===== src/rtl/func4_pkg.sv =====
// Shared definitions for the func4 number classifier: the classification
// rules and the elaboration-time lookup table built from them.
package func4_pkg;

    // Widest input the table is sized for.
    localparam int MAX_WIDTH   = 8;
    localparam int MAX_ENTRIES = 1 << MAX_WIDTH;

    // One table entry: the two flags for a single input value.
    typedef struct packed {
        logic prime;
        logic div3;
    } class_t;

    // Whole table packed into one vector. Entry i occupies bits [2*i +: 2].
    typedef logic [2*MAX_ENTRIES-1:0] lut_vec_t;

    // Trial division is evaluated only at elaboration. Any composite value
    // below 256 has a factor no larger than 15, so that bound covers MAX_WIDTH.
    function automatic logic is_prime(input int n);
        logic result;
        result = (n >= 2);
        for (int k = 2; k <= 15; k++) begin
            if ((k < n) && ((n % k) == 0)) begin
                result = 1'b0;
            end
        end
        return result;
    endfunction

    // Zero counts as divisible by 3.
    function automatic logic is_div3(input int n);
        return ((n % 3) == 0);
    endfunction

    // Table of {prime, div3} for every value representable in 'width' bits.
    // Entries above 2**width - 1 are unreachable and left at zero.
    function automatic lut_vec_t build_lut(input int width);
        lut_vec_t table_v;
        class_t   entry;
        table_v = '0;
        for (int i = 0; i < MAX_ENTRIES; i++) begin
            if (i < (1 << width)) begin
                entry.prime       = is_prime(i);
                entry.div3        = is_div3(i);
                table_v[2*i +: 2] = entry;
            end
        end
        return table_v;
    endfunction

endpackage


===== src/rtl/func4_lut.sv =====
// Combinational classifier: looks the input value up in a constant table
// built at elaboration, so no divider logic ever reaches the netlist.
module func4_lut
    import func4_pkg::*;
#(
    parameter int WIDTH = 4
) (
    input  logic [WIDTH-1:0] a_i,
    output logic             prime_o,
    output logic             div3_o
);

    localparam lut_vec_t LUT   = build_lut(WIDTH);
    localparam int       IDX_W = $clog2(2 * MAX_ENTRIES);

    logic [IDX_W-1:0] bit_idx;
    class_t           entry;

    // Bit position of the entry for a_i (two bits per entry).
    assign bit_idx = IDX_W'({a_i, 1'b0});
    assign entry   = LUT[bit_idx +: 2];
    assign prime_o = entry.prime;
    assign div3_o  = entry.div3;

endmodule


===== src/rtl/func4.sv =====
// Registered number classifier: flags whether the sampled value is prime
// and whether it is divisible by 3, one clock after sampling.
module func4
    import func4_pkg::*;
#(
    parameter int WIDTH = 4
) (
    input  logic             clk,
    input  logic             rst_n,
    input  logic [WIDTH-1:0] a,
    input  logic             in_valid,
    output logic             p,
    output logic             d,
    output logic             out_valid
);

    logic prime_c;
    logic div3_c;
    logic p_q, p_d;
    logic d_q, d_d;
    logic out_valid_q, out_valid_d;

    func4_lut #(
        .WIDTH(WIDTH)
    ) u_lut (
        .a_i    (a),
        .prime_o(prime_c),
        .div3_o (div3_c)
    );

    // Next state: load new flags on a valid sample, otherwise hold them;
    // the valid flag simply follows in_valid.
    always_comb begin
        p_d         = p_q;
        d_d         = d_q;
        out_valid_d = in_valid;
        if (in_valid) begin
            p_d = prime_c;
            d_d = div3_c;
        end
    end

    // Output registers, cleared immediately whenever rst_n is low.
    always_ff @(posedge clk or negedge rst_n) begin
        if (!rst_n) begin
            p_q         <= 1'b0;
            d_q         <= 1'b0;
            out_valid_q <= 1'b0;
        end else begin
            p_q         <= p_d;
            d_q         <= d_d;
            out_valid_q <= out_valid_d;
        end
    end

    assign p         = p_q;
    assign d         = d_q;
    assign out_valid = out_valid_q;

endmodule


===== config.mk =====
export PLATFORM = sky130hd
export DESIGN_NAME = func4
export DESIGN_NICKNAME = d
export VERILOG_FILES = /design/src/rtl/func4_pkg.sv /design/src/rtl/func4_lut.sv /design/src/rtl/func4.sv
export SDC_FILE = /design/constraint.sdc
export NUM_CORES = 1
export LEC_CHECK = 0
export CORE_AREA = 2 2 39 41
export CTS_BUF_LIST = sky130_fd_sc_hd__clkbuf_16
export CTS_CLUSTER_DIAMETER = 150
export CTS_CLUSTER_SIZE = 8
export DETAILED_ROUTE_END_ITERATION = 8
export DIE_AREA = 0 0 41 43
export PLACE_DENSITY = 0.43
export SLEW_MARGIN = 25
export SYNTH_ARGS = -nofsm -noshare
export SYNTH_HDL_FRONTEND = slang
export SYNTH_SLANG_ARGS = --single-unit

===== constraint.sdc =====
create_clock -name clk -period 1 [get_ports clk]
set_clock_uncertainty 0.15 [all_clocks]
set_input_delay 0.2 -clock clk [delete_from_list [all_inputs] [get_ports clk]]
set_output_delay 0.2 -clock clk [all_outputs]
set_load 0.1 [all_outputs]

==> out/results.ini, run 1 <==
[power_and_ir_drop]
cellPowerDensity_mw_per_mm2=1992
p_leak_nw=0.2358
p_switching_mw=0.2663
power.internal_mw=0.7777
peakVddDrop_v=0.0004965
clockPowerShare_pct=59.8
p_comb_share_pct=25.3
switching_share_pct=25.51
p_seq_share_pct=14.9
p_total_mw=1.044

[timing]
tns_ns=-0.6273
rsz0062_at_grt=true
tightest_slew_ns=0.2166
slew_headroom_pct=85.54
fin_crit_sh_pct=123.2
holdWs_ns=0.02140
maxSlewViolCount=0
final-hold-violation-count=0
fmax_ghz=0.8115
setup_viol_count_final=4
finalCriticalPeriod_ns=1.232
setup_slack_ns=-0.2323

[critical_path]
critical_path.max_fanout=2
required_ns=0.65
critPathSlowestCell=dfrtp_4
crit_path_end_kind=output pin
critPathMaxStageDelay_ns=0.48
worst-path-buf-inv=1
crit_family=flip-flops
crit_type=reg -> out
crit_chain=buf_12
rr_worst_depth=3
critical_path_arrival_ns=0.88
cp.depth=1
startpoint_type=register

[global_routing]
busiest_layer=met2
grtUsageTotal_pct=8.534
grt_max_degree=5
grtUsageMet1_pct=7.717
gr-total-overflow=0
grt_pass1_wl_um=903
grt_pass1_vias=238
groute.layer.met2.usage_pct=10.94
use_met3_pct=5.759
antenna_found_initial=0

[clock_network]
cts_tree=yes
cts_buffers=3
cts.htree.levels=1
cts_sinks=3
cts-root-buf=clkbuf_16
cts_hold_buf=0
clkTransAtPathRegs_ns=0.03
clockBufferDepth=2
insertion_delay_ns=0.22

[placed_design]
portBuffers=9
placed_area_sq_um=402.9
globalplace.congestion=0.6562

[detailed_routing]
drc_errors=0
wl_per_cell_um=9.962
ant_nets=0
drt_iter0_drc=0
drt_wl_total_um=518
via_per_inst=4.019
vias=209
dr.pass1.iters=1

[run_status]
status=finished with violations
failed_checks=negative setup slack

[logic_synthesis]
yosysWarnings=0
avgSynthCellArea_sq_um=10.80
ys_types=9
synth_nets=29
synthCells=19
syn_area_sq_um=205.2
yosysSeqAreaShare_pct=36.59
ys_ff_latch=3

[worst_hold_path]
hold_path_class=in -> async

[layout]
areaGrowthSynthToFinish_pct=155.5
drive_gt1_share_pct=72.22
finalInstanceArea_sq_um=524.3
fill_cells=141
fin_nets=47
utilization_pct=37.88
antenna_cells=0

[floorplan]
die_area_sq_mm=0.001763
die_x_um=41
die_h_um=43
initial_core_util_pct=14.83
io_pins=10
coreArea_sq_mm=0.001384
core.rowCount=14

[job]
drv_cap=0

## Yosys cell counts, drive strengths merged
library cell	number	share of area [%]
mux2i	2	9.8
nand2	2	3.7
nand3	2	4.9
mux2	2	13
ha	3	18
o311ai	2	8.5
dfrtp	3	37
inv	3	5.5
## metal layers
metal / vias up / wire, um / share of wire [%]
met2: 13 / 234 / 45
met4: 0 / 23 / 4.4
met5: - / 0 / 0
li1: 100 / - / -
met1: 93 / 177 / 34
met3: 3 / 83 / 16
## power groups by stage
stage          registers [mW]  logic, mW  clock network, mW
2_1_floorplan           0.242     0.0430                  0
3_3_place_gp            0.156      0.243                  0
3_5_place_dp            0.158      0.244                  0
4_1_cts                 0.157      0.247              0.631
5_1_grt                 0.157      0.280              0.654
6_report                0.156      0.264              0.624
## metrics by stage
| stage | cells | worst slack (ns) |
|---|---|---|
| floorplan | 19 | -0.08144 |
| global placement | 47 | -0.7398 |
| detailed placement | 47 | -0.7661 |
| CTS | 51 | -0.2335 |
| global route | 52 | -0.2430 |
| finish | 52 | -0.2323 |
## placed cells by master (no fill, tap or decap), drive strengths merged
master	n
mux2	2
nand2	2
ha	3
clkdlybuf4s50	1
dlygate4sd2	3
inv	4
dfrtp	3
nand3	2
clkbuf	3
o311ai	2
buf	9
mux2i	2
## registers in the layout, summed over array words and instances, names as in the netlist
register   flops
d              1
out_valid      1
p              1
## layout make-up
class	count	area [sq um]	area share (%)
Timing Repair Buffer	13	160.2	30.55
Multi-Input combinational cell	13	165.2	31.50
Clock inverter	1	3.754	0.7160
Inverter	3	16.27	3.103
Tap cell	16	20.02	3.819
Clock buffer	3	75.07	14.32
Sequential cell	3	83.83	15.99
## path summary, 6_finish.rpt
kind | startpoint | end | slack (ns)
max reg2reg | p | p | -0.03
min reg2reg | d | d | 0.44
min | rst_n | p | 0.02
max in group asynchronous | rst_n | d | 0.50
min in group clk | in_valid | out_valid | 0.23
max | p | p | -0.23
## cells by family after synthesis
group	Yosys count	synth area share, %
AND/OR/NAND/NOR	4	8.538
AO/OA/AOI/OAI	2	8.538
flip-flops	3	36.58
adder cells (fa/ha/maj)	3	18.29
buffers and inverters	3	5.487
multiplexers	4	22.56
## what timing repair did
action / CTS / global route
gates resized for setup: 17 / 7
setup buffers: 0 / 1
pin swaps: 2 / 1
endpoints found under the setup margin: 5 / 5
Note: power is estimated with default switching activity, not from simulation.
==> inputs of run 2 (changes only) <==
==> constraint.sdc (replaced) <==
create_clock -name clk -period 1.5 [get_ports clk]
set_clock_uncertainty 0.15 [all_clocks]
set_input_delay 0.3 -clock clk [delete_from_list [all_inputs] [get_ports clk]]
set_output_delay 0.3 -clock clk [all_outputs]
set_load 0.1 [all_outputs]
==> run 2 against run 1 <==
Against the previous run: the run now ends clean; combinational power down 41%; sequential power down 37%; count of clock-buffer cells in the layout unchanged; final cell count unchanged; sequential share of layout area up 0.18 points; critical path depth up 5; register-to-register slack better by 0.68 ns; wire length down 0.97%; clock power down 33%; die area unchanged; core utilization down 4.3 points; critical path type is now in -> reg; highest routed layer unchanged.
==> out/results.ini, run 2 (synthesis results as in run 1) <==
[power_and_ir_drop]
p_seq_share_pct=14.7  ; was 14.9%
p_leak_nw=0.2232  ; was 0.2358 nW
p_switching_mw=0.1698  ; was 0.2663 mW
cellPowerDensity_mw_per_mm2=1444  ; was 1992 mW/mm^2
clockPowerShare_pct=62.0  ; was 59.8%
switching_share_pct=25.33  ; was 25.51%
p_total_mw=0.6703  ; was 1.044 mW
power.internal_mw=0.5005  ; was 0.7777 mW
peakVddDrop_v=0.0002955  ; was 0.0004965 V
p_comb_share_pct=23.3  ; was 25.3%

[floorplan]
core.rowCount=14  ; unchanged
coreArea_sq_mm=0.001384  ; unchanged
die_area_sq_mm=0.001763  ; unchanged
io_pins=10  ; unchanged
initial_core_util_pct=14.83  ; unchanged
die_h_um=43  ; unchanged
die_x_um=41  ; unchanged

[timing]
tns_ns=0  ; was -0.6273 ns
rsz0062_at_grt=false  ; was true
fmax_ghz=0.7184
setup_viol_count_final=0  ; was 4
tightest_slew_ns=0.2422  ; was 0.2166 ns
final-hold-violation-count=0  ; unchanged
slew_headroom_pct=83.60  ; was 85.54%
fin_crit_sh_pct=92.79
maxSlewViolCount=0  ; unchanged
finalCriticalPeriod_ns=1.392

[detailed_routing]
dr.pass1.iters=2  ; was 1
drc_errors=0  ; unchanged
ant_nets=0  ; unchanged
wl_per_cell_um=9.865  ; was 9.962 um
via_per_inst=3.942  ; was 4.019
vias=205  ; was 209
drt_iter0_drc=1  ; was 0
drt_wl_total_um=513  ; was 518 um

[critical_path]
critPathSlowestCell=mux2_4  ; was dfrtp_4
required_ns=1.44  ; was 0.65 ns
startpoint_type=input port  ; was register
crit_family=buffers and inverters  ; was flip-flops
critical_path.max_fanout=3  ; was 2
critical_path_arrival_ns=1.33  ; was 0.88 ns
worst-path-buf-inv=2  ; was 1
crit_type=in -> reg  ; was reg -> out
critPathMaxStageDelay_ns=0.26  ; was 0.48 ns
crit_chain=dlygate4sd2_1, buf_4, ha_1, mux2_4, nand3_1, o311ai_1  ; was buf_12
crit_path_end_kind=register  ; was output pin

[run_status]
status=completed  ; was finished with violations

[global_routing]
grt_max_degree=5  ; unchanged
gr-total-overflow=0  ; unchanged
grt_pass1_vias=226  ; was 238
grtUsageTotal_pct=8.626  ; was 8.534%
antenna_found_initial=0  ; unchanged
grt_pass1_wl_um=910  ; was 903 um

[clock_network]
clockBufferDepth=2  ; unchanged
cts.htree.levels=1  ; unchanged
insertion_delay_ns=0.22  ; about the same
cts_tree=yes  ; unchanged
cts_sinks=3  ; unchanged
cts-root-buf=clkbuf_16  ; unchanged
cts_buffers=3  ; unchanged
clkTransAtPathRegs_ns=0.03  ; about the same
cts_hold_buf=0  ; unchanged

[placed_design]
dp.final_hpwl_um=392.3
portBuffers=9  ; unchanged
globalplace.congestion=0.7200  ; was 0.6562

[layout]
antenna_cells=0  ; unchanged
fin_nets=47  ; unchanged
drive_gt1_share_pct=36.11  ; was 72.22%
areaGrowthSynthToFinish_pct=126.2  ; was 155.5%
final_cell_mix=clkdlybuf4s50_1, buf_4  ; was clkbuf_16, dlygate4sd2_1, buf_12, buf_4

[job]
drv_cap=0  ; unchanged

[worst_hold_path]
hold_path_class=in -> async  ; unchanged

[run 2: changes by cell type in the layout (fill, tap and decap cells not counted), sizes merged]
cell / change
clkdlybuf4s50: +3
buf: -2
dlygate4sd2: -1
[run 2: worst paths after layout]
kind	slack (ns)	start	cells past startpoint	end
min	0.12	rst_n	1	d
min reg2reg	0.40	d	2	d
max in group asynchronous	0.94	rst_n	1	p
max	0.11	a[0]	6	p
max reg2reg	0.65	p	2	p
min in group clk	0.40	d	2	d
[run 2: layer usage]
| layer | wire [um] | track usage [%] | vias up |
|---|---|---|---|
| li1 | - | - | 100 |
| met3 | 58 | 4.712 | 3 |
| met5 | 0 | 0 | - |
| met1 | 206 | 7.692 | 89 |
| met2 | 227 | 11.88 | 13 |
| met4 | 21 | 10.00 | 0 |
[run 2: worst reg2reg max path, cell delays in order, from the launching register on]
cell      delay (ns)
dfrtp_1         0.40
nand2_1         0.08
o311ai_1        0.09
[run 2: layout make-up]
cell class                      count  area (sq um)
Fill cell                         137         919.6
Multi-Input combinational cell     13         131.4
Sequential cell                     3         75.07
Clock buffer                        3         75.07
Clock inverter                      1         3.754
Inverter                            3         11.26
Timing Repair Buffer               13         147.6
Tap cell                           16         20.02
[run 2: what timing repair did]
action | in CTS | in global routing
buffers inserted | 0 | 0
setup endpoints to repair | 2 | 0
gates resized for setup | 4 | 0
[run 2: per-stage QoR]
step | hold slack, ns | setup WS, ns | instances | utilization (%) | area (sq um)
2_1_floorplan | -0.1456 | 0.1507 | 19 | - | 205.2
3_3_place_gp | 0.3469 | -0.3603 | 48 | 27.12 | 375.4
3_5_place_dp | 0.3529 | -0.3796 | 48 | 27.12 | 375.4
4_1_cts | 0.1211 | 0.09771 | 52 | 33.54 | 464.2
5_1_grt | 0.1320 | 0.03046 | 52 | 33.54 | 464.2
6_report | 0.1164 | 0.1081 | 52 | 33.54 | 464.2
[run 2: power groups by stage]
| stage | sequential [mW] | clock [mW] | combinational (mW) |
|---|---|---|---|
| 4_1_cts | 0.0989 | 0.422 | 0.157 |
| 3_5_place_dp | 0.0998 | 0 | 0.155 |
| 3_3_place_gp | 0.0993 | 0 | 0.153 |
| 6_report | 0.0986 | 0.416 | 0.156 |
| 2_1_floorplan | 0.155 | 0 | 0.0226 |
| 5_1_grt | 0.0995 | 0.430 | 0.166 |
